$ cat config.mk
export PLATFORM = sky130hd
export DESIGN_NAME = pzvbus_credit_receiver_flat
export DESIGN_NICKNAME = d
export VERILOG_FILES = /design/src/rtl/pzvbus_pkg.sv /design/src/rtl/pzvbus_if.sv /design/src/rtl/pzvbus_credit_buffer.sv /design/src/rtl/pzvbus_credit_receiver.sv /design/src/flat_wrapper.sv
export SDC_FILE = /design/constraint.sdc
export NUM_CORES = 1
export LEC_CHECK = 0
export BUFFER_PORTS_ARGS = -buffer_cell sky130_fd_sc_hd__buf_2
export CAP_MARGIN = 20
export CORE_AREA = 2 2 39 41
export CTS_CLUSTER_DIAMETER = 80
export DETAILED_ROUTE_END_ITERATION = 16
export DIE_AREA = 0 0 41 43
export GPL_ROUTABILITY_DRIVEN = 0
export PLACE_DENSITY = 0.73
export SYNTH_ARGS = -nofsm -noshare
export SYNTH_HDL_FRONTEND = slang
export SYNTH_SLANG_ARGS = --single-unit
$ cat constraint.sdc
create_clock -name i_clk -period 3.6 [get_ports i_clk]
set_input_delay 0.72 -clock i_clk [delete_from_list [all_inputs] [get_ports i_clk]]
set_output_delay 0.72 -clock i_clk [all_outputs]
set_load 0.005 [all_outputs]
$ cat src/rtl/pzvbus_pkg.sv
`default_nettype none
// ============================================================================
//  Module      : pzvbus_pkg
//  Description : Shared helpers for the pzvbus receive-side blocks.
//  Revision    : 1.0  initial release
// ============================================================================
package pzvbus_pkg;

    // Advance a circular index that wraps at an arbitrary (non power-of-two) depth.
    function automatic int unsigned wrap_inc(input int unsigned idx, input int unsigned depth);
        return (idx == depth - 1) ? 0 : idx + 1;
    endfunction

endpackage
`default_nettype wire

$ cat src/rtl/pzvbus_if.sv
`default_nettype none
// ============================================================================
//  Module      : pzvbus_if
//  Description : Valid + payload link with no backpressure; flow control is
//                credit based and lives outside the interface.
//  Revision    : 1.0  initial release
// ============================================================================
interface pzvbus_if #(
    parameter type PAYLOAD = logic
);
    logic   valid;
    PAYLOAD payload;

    modport master (output valid, output payload);
    modport slave  (input  valid, input  payload);
endinterface
`default_nettype wire

$ cat src/rtl/pzvbus_credit_buffer.sv
`default_nettype none
// ============================================================================
//  Module      : pzvbus_credit_buffer
//  Description : Flop-array FIFO with wrapping pointers and an occupancy
//                counter. Writes into a full FIFO are dropped unless a pop
//                frees the head slot in the same cycle.
//  Revision    : 1.0  initial release
// ============================================================================
module pzvbus_credit_buffer
    import pzvbus_pkg::*;
#(
    parameter int WIDTH = 1,
    parameter int DEPTH = 4,
    localparam int CW   = $clog2(DEPTH + 1),
    localparam int PW   = $clog2(DEPTH)
) (
    input  logic             i_clk,
    input  logic             i_rst,
    input  logic             i_push,
    input  logic             i_pop,
    input  logic [WIDTH-1:0] i_data,
    output logic [WIDTH-1:0] o_data,
    output logic [CW-1:0]    o_count,
    output logic             o_full
);

    logic [WIDTH-1:0] r_mem [DEPTH];
    logic [PW-1:0]    r_rptr;
    logic [PW-1:0]    r_wptr;
    logic [CW-1:0]    r_count;

    logic w_empty;
    logic w_full;
    logic w_wr;
    logic w_rd;

    // Occupancy is judged from the counter only, so non power-of-two depths work.
    always_comb begin
        w_empty = (r_count == '0);
        w_full  = (r_count == CW'(DEPTH));
        w_wr    = i_push && (!w_full || i_pop);
        w_rd    = i_pop && !w_empty;
    end

    // Storage needs no reset: contents are only visible while count is non-zero.
    always_ff @(posedge i_clk) begin
        if (w_wr) begin
            r_mem[r_wptr] <= i_data;
        end
    end

    // Pointer and occupancy bookkeeping.
    always_ff @(posedge i_clk or posedge i_rst) begin
        if (i_rst) begin
            r_rptr  <= '0;
            r_wptr  <= '0;
            r_count <= '0;
        end else begin
            if (w_wr) begin
                r_wptr <= PW'(wrap_inc(int'(r_wptr), DEPTH));
            end
            if (w_rd) begin
                r_rptr <= PW'(wrap_inc(int'(r_rptr), DEPTH));
            end
            case ({w_wr, w_rd})
                2'b10:   r_count <= r_count + 1'b1;
                2'b01:   r_count <= r_count - 1'b1;
                default: r_count <= r_count;
            endcase
        end
    end

    // Head entry is masked to zero when empty so the reset value is clean.
    always_comb begin
        o_data  = w_empty ? '0 : r_mem[r_rptr];
        o_count = r_count;
        o_full  = w_full;
    end

endmodule
`default_nettype wire

$ cat src/rtl/pzvbus_credit_receiver.sv
`default_nettype none
// ============================================================================
//  Module      : pzvbus_credit_receiver
//  Description : Receive end of a credit-controlled pzvbus link. Buffers each
//                beat, re-issues it as valid/ready and returns one credit per
//                drained entry.
//  Revision    : 1.0  initial release
// ============================================================================
module pzvbus_credit_receiver
    import pzvbus_pkg::*;
#(
    parameter type PAYLOAD = logic,
    parameter int  DEPTH   = 4,
    localparam int W       = $bits(PAYLOAD),
    localparam int CW      = $clog2(DEPTH + 1)
) (
    input  logic          i_clk,
    input  logic          i_rst,
    pzvbus_if.slave       slave_if,
    output logic          o_valid,
    input  logic          i_ready,
    output logic [W-1:0]  o_payload,
    output logic          o_credit_return,
    output logic [CW-1:0] o_count,
    output logic          o_overflow
);

    logic         w_push;
    logic         w_pop;
    logic         w_full;
    logic [W-1:0] w_data;
    logic         r_credit;
    logic         r_overflow;

    // Adapt the interface and derive the handshake.
    always_comb begin
        w_push  = slave_if.valid;
        w_data  = slave_if.payload;
        o_valid = (o_count != '0);
        w_pop   = o_valid && i_ready;
    end

    pzvbus_credit_buffer #(
        .WIDTH (W),
        .DEPTH (DEPTH)
    ) u_buffer (
        .i_clk   (i_clk),
        .i_rst   (i_rst),
        .i_push  (w_push),
        .i_pop   (w_pop),
        .i_data  (w_data),
        .o_data  (o_payload),
        .o_count (o_count),
        .o_full  (w_full)
    );

    // One credit pulse per pop, one cycle later; sticky flag for dropped beats.
    always_ff @(posedge i_clk or posedge i_rst) begin
        if (i_rst) begin
            r_credit   <= 1'b0;
            r_overflow <= 1'b0;
        end else begin
            r_credit <= w_pop;
            if (w_push && w_full && !w_pop) begin
                r_overflow <= 1'b1;
            end
        end
    end

    assign o_credit_return = r_credit;
    assign o_overflow      = r_overflow;

`ifndef SYNTHESIS
    a_payload_hold: assert property (@(posedge i_clk) disable iff (i_rst)
        (o_valid && !i_ready) |=> $stable(o_payload));

    a_count_bound: assert property (@(posedge i_clk) disable iff (i_rst)
        o_count <= CW'(DEPTH));

`ifdef PZVBUS_STRICT_CREDITS
    // Opt-in: some environments deliberately provoke an overflow to exercise the sticky flag.
    a_no_overflow: assert property (@(posedge i_clk) disable iff (i_rst)
        !(w_push && w_full && !w_pop));
`endif
`endif

endmodule
`default_nettype wire
$ cat src/flat_wrapper.sv
// flat-port wrapper written by rule: the top's interface ports become plain ports
module pzvbus_credit_receiver_flat import pzvbus_pkg::*;
#(
    parameter type PAYLOAD = logic,
    parameter int  DEPTH   = 4,
    localparam int W       = $bits(PAYLOAD),
    localparam int CW      = $clog2(DEPTH + 1)
)
  (i_clk, i_rst, o_valid, i_ready, o_payload, o_credit_return, o_count, o_overflow, slave_if_valid, slave_if_payload);
  pzvbus_if #(.PAYLOAD(PAYLOAD)) slave_if_i ();
  input  logic i_clk;
  input  logic i_rst;
  output logic o_valid;
  input  logic i_ready;
  output logic [W-1:0] o_payload;
  output logic o_credit_return;
  output logic [CW-1:0] o_count;
  output logic o_overflow;
  input wire logic [$bits(slave_if_i.valid)-1:0] slave_if_valid;
  input wire logic [$bits(slave_if_i.payload)-1:0] slave_if_payload;
  assign slave_if_i.valid = slave_if_valid;
  assign slave_if_i.payload = slave_if_payload;
  pzvbus_credit_receiver #(.PAYLOAD(PAYLOAD), .DEPTH(DEPTH)) u_core (.i_clk(i_clk), .i_rst(i_rst), .slave_if(slave_if_i), .o_valid(o_valid), .i_ready(i_ready), .o_payload(o_payload), .o_credit_return(o_credit_return), .o_count(o_count), .o_overflow(o_overflow));
endmodule
==> results.json <==
{
  "finalCritPeriodShare_pct": 61.15,
  "ioPinCount": 12,
  "p_leak_uw": 0.0003884,
  "path_max_fanout": 7,
  "setup_slack_ps": 1399,
  "grt_remaining_overflow": 0,
  "synth-seq-cells": 13,
  "cts_buffers": 3,
  "portBuffers": 11,
  "nets": 78,
  "dp_slack_ps": 1083,
  "synthDistinctLibCells": 19,
  "clock_latency_ps": 270,
  "cp_top_family": "simple AND/OR/NAND/NOR gates",
  "die_x_um": 41,
  "slowest_delay_ps": 380,
  "clock_power_share_pct": 14.2,
  "viasPerCell": 4.679,
  "fin_cells": 81,
  "cp.arrival_ps": 2390,
  "postSynthCellCount": 50,
  "crit_start": "i_ready",
  "antenna_left": 0,
  "grt_antenna_before_repair": 0,
  "status": "completed",
  "diodes": 0,
  "cts_setup_buffers": 0,
  "fin_setup_tns_ps": 0,
  "route.detailed.drc": 0,
  "path_clk_slew_ps": 80,
  "end_kind": "flip-flop",
  "rr_worst_depth": 9,
  "vias": 379,
  "synthToLayoutAreaGrowth_pct": 14.62,
  "drive_above_1_share_pct": 43.08,
  "dieHeight_um": 43,
  "r2r_slack_ps": 1440,
  "cp_slowest_cell": "fa_1",
  "grt_max_degree": 10,
  "combinationalPowerShare_pct": 42.6,
  "finalClockSkew_ps": 4.315,
  "switching_share_pct": 33.89,
  "num_rows": 14,
  "cts_buffer_depth": 2,
  "coreArea_mm2": 0.001384,
  "wirelength_um": 954,
  "finalSetupViolations": 0,
  "max_slew_margin_pct": 75.88,
  "ys_warn_count": 0,
  "crit_chain": "buf_2 -> nor4b_4 -> nor2b_4 -> inv_1 -> ha_1 -> inv_1 -> fa_1 -> xor2_1 -> nor2_1 -> xor2_1",
  "cts_num_sinks": 13,
  "fin_total_pwr_uw": 626.6,
  "placedCellCount": 77,
  "p_switching_uw": 212.3,
  "r2r-start": "u_core.u_buffer.o_count[0]",
  "cp_num_buf_inv": 3,
  "die_area_mm2": 0.001763,
  "seqPwrFrac_pct": 43.2,
  "grt_pass1_wl_mm": 1.593,
  "grtUsageTotal_pct": 14.15,
  "syn_avg_cell_area_um2": 13.86,
  "postCtsHoldBufs": 0,
  "crit_required_ps": 3790,
  "rsz0062_at_grt": "false",
  "synth.area.top_cells": "dfrtp_1 (32%), edfxtp_1 (17%), ha_1 (11%)",
  "holdWs_ps": 395.9,
  "fmax_mhz": 454.3,
  "grt_pass1_vias": 372,
  "tightest_slew_ps": 361.4,
  "drtPass1Iterations": 1,
  "path_class": "in -> reg",
  "detail_route.wl_per_cell_um": 11.78,
  "hold_viol": 0,
  "initial_core_util_pct": 50.09,
  "cts_tree": "built",
  "yosysSeqAreaShare_pct": 49.82,
  "netlist_area_um2": 693.2,
  "root_buffer": "clkbuf_4",
  "vdd_drop_max_uv": 415.2,
  "critPathLaunchType": "primary input",
  "htreeDepth": 1,
  "power.density_mw_per_mm2": 788.6,
  "synth_top_area_share_pct": 32.49,
  "synth_fp_nets": 62,
  "first_iter_violations": 0,
  "dp_hpwl_um": 778.7,
  "finalCriticalPeriod_ps": 2201,
  "cap_violations": 0,
  "r2r_end": "u_core.u_buffer.o_count[2]",
  "fillers": 112,
  "drv_slew": 0,
  "ctsResizeCount": 0,
  "yosysTopAreaCell": "dfrtp_1",
  "internal-power_uw": 414.2,
  "hp-class": "in -> async"
}
[routing by layer]
| layer | track usage, % | up-vias | wire (µm) |
|---|---|---|---|
| met3 | 4.712 | 4 | 24 |
| met4 | 8.000 | 0 | 25 |
| li1 | - | 192 | - |
| met1 | 18.97 | 176 | 459 |
| met5 | 0 | - | 0 |
| met2 | 19.38 | 7 | 444 |
[cell usage in the layout (no fill, tap or decap), drive strengths merged]
cell    instances
buf            11
dfrtp           9
inv             8
ha              6
and2            5
edfxtp          4
clkbuf          4
mux2            4
nor2            3
xor2            2
nor4b           1
nor2b           1
or3             1
nand2           1
a21o            1
mux4            1
mux2i           1
xnor2           1
fa              1
[sequential cells by signal (all words and copies together) (netlist names)]
| name | cells |
|---|---|
| u_core.o_overflow | 1 |
| u_core.u_buffer.r_wptr | 2 |
| u_core.o_credit_return | 1 |
| u_core.u_buffer.r_rptr | 2 |
| u_core.u_buffer.o_count | 3 |
| u_core.u_buffer.r_mem | 4 |
[cells in the mapped netlist, drive strengths merged]
cell type  n
a21o       1
nor4b      1
or3        1
and2       5
fa         1
nor2       3
ha         6
dfrtp      9
xnor2      1
inv        8
nor2b      1
nand2      1
mux2       4
edfxtp     4
mux2i      1
xor2       2
mux4       1
[kinds of logic (layout without fill, tap and decap cells)]
family,count (synthesis),after routing,synth area share (%)
xor gates and xnor gates,3,3,3.791
adders and majority gates,7,7,13.72
and+or+nand+nor,12,12,14.80
buffers and inverters,8,23,4.332
muxes,6,6,12.27
AOI/OAI and AO/OA,1,1,1.264
DFF,13,13,49.82
[power by group through the flow]
stage          sequential, µW  clock, µW  combinational, µW
2_1_floorplan             268          0                198
3_3_place_gp              273          0                260
3_5_place_dp              275          0                272
4_1_cts                   273       92.1                273
5_1_grt                   281       99.7                308
6_report                  271       88.9                267
[per-stage QoR]
stage	area (µm²)	util, %
4_1_cts	794.5	57.41
3_3_place_gp	768.2	55.52
6_report	794.5	57.41
5_1_grt	794.5	57.41
2_1_floorplan	693.2	-
3_5_place_dp	768.2	55.52
[cell type report]
class                   count  area [µm²]  share of cell area, %
well taps                  16       20.02                  2.520
repair buffers             11       55.05                  6.929
clock buffers               4       26.28                  3.307
inverters                   8       30.03                  3.780
multi-input cells          29       317.8                  40.00
flip-flops and latches     13       345.3                  43.46
[worst max path at each step]
stage	cells past startpoint	endpoint	slack, ps
after CTS	10	u_core.u_buffer.o_count[2]	1370
after floorplan	9	u_core.u_buffer.o_count[2]	1430
final	10	u_core.u_buffer.o_count[2]	1400
after global placement	10	u_core.u_buffer.o_count[2]	1180
after global routing	10	u_core.u_buffer.o_count[2]	1260
after detailed placement	10	u_core.u_buffer.o_count[2]	1080
Note: power is estimated with default switching activity, not from simulation.
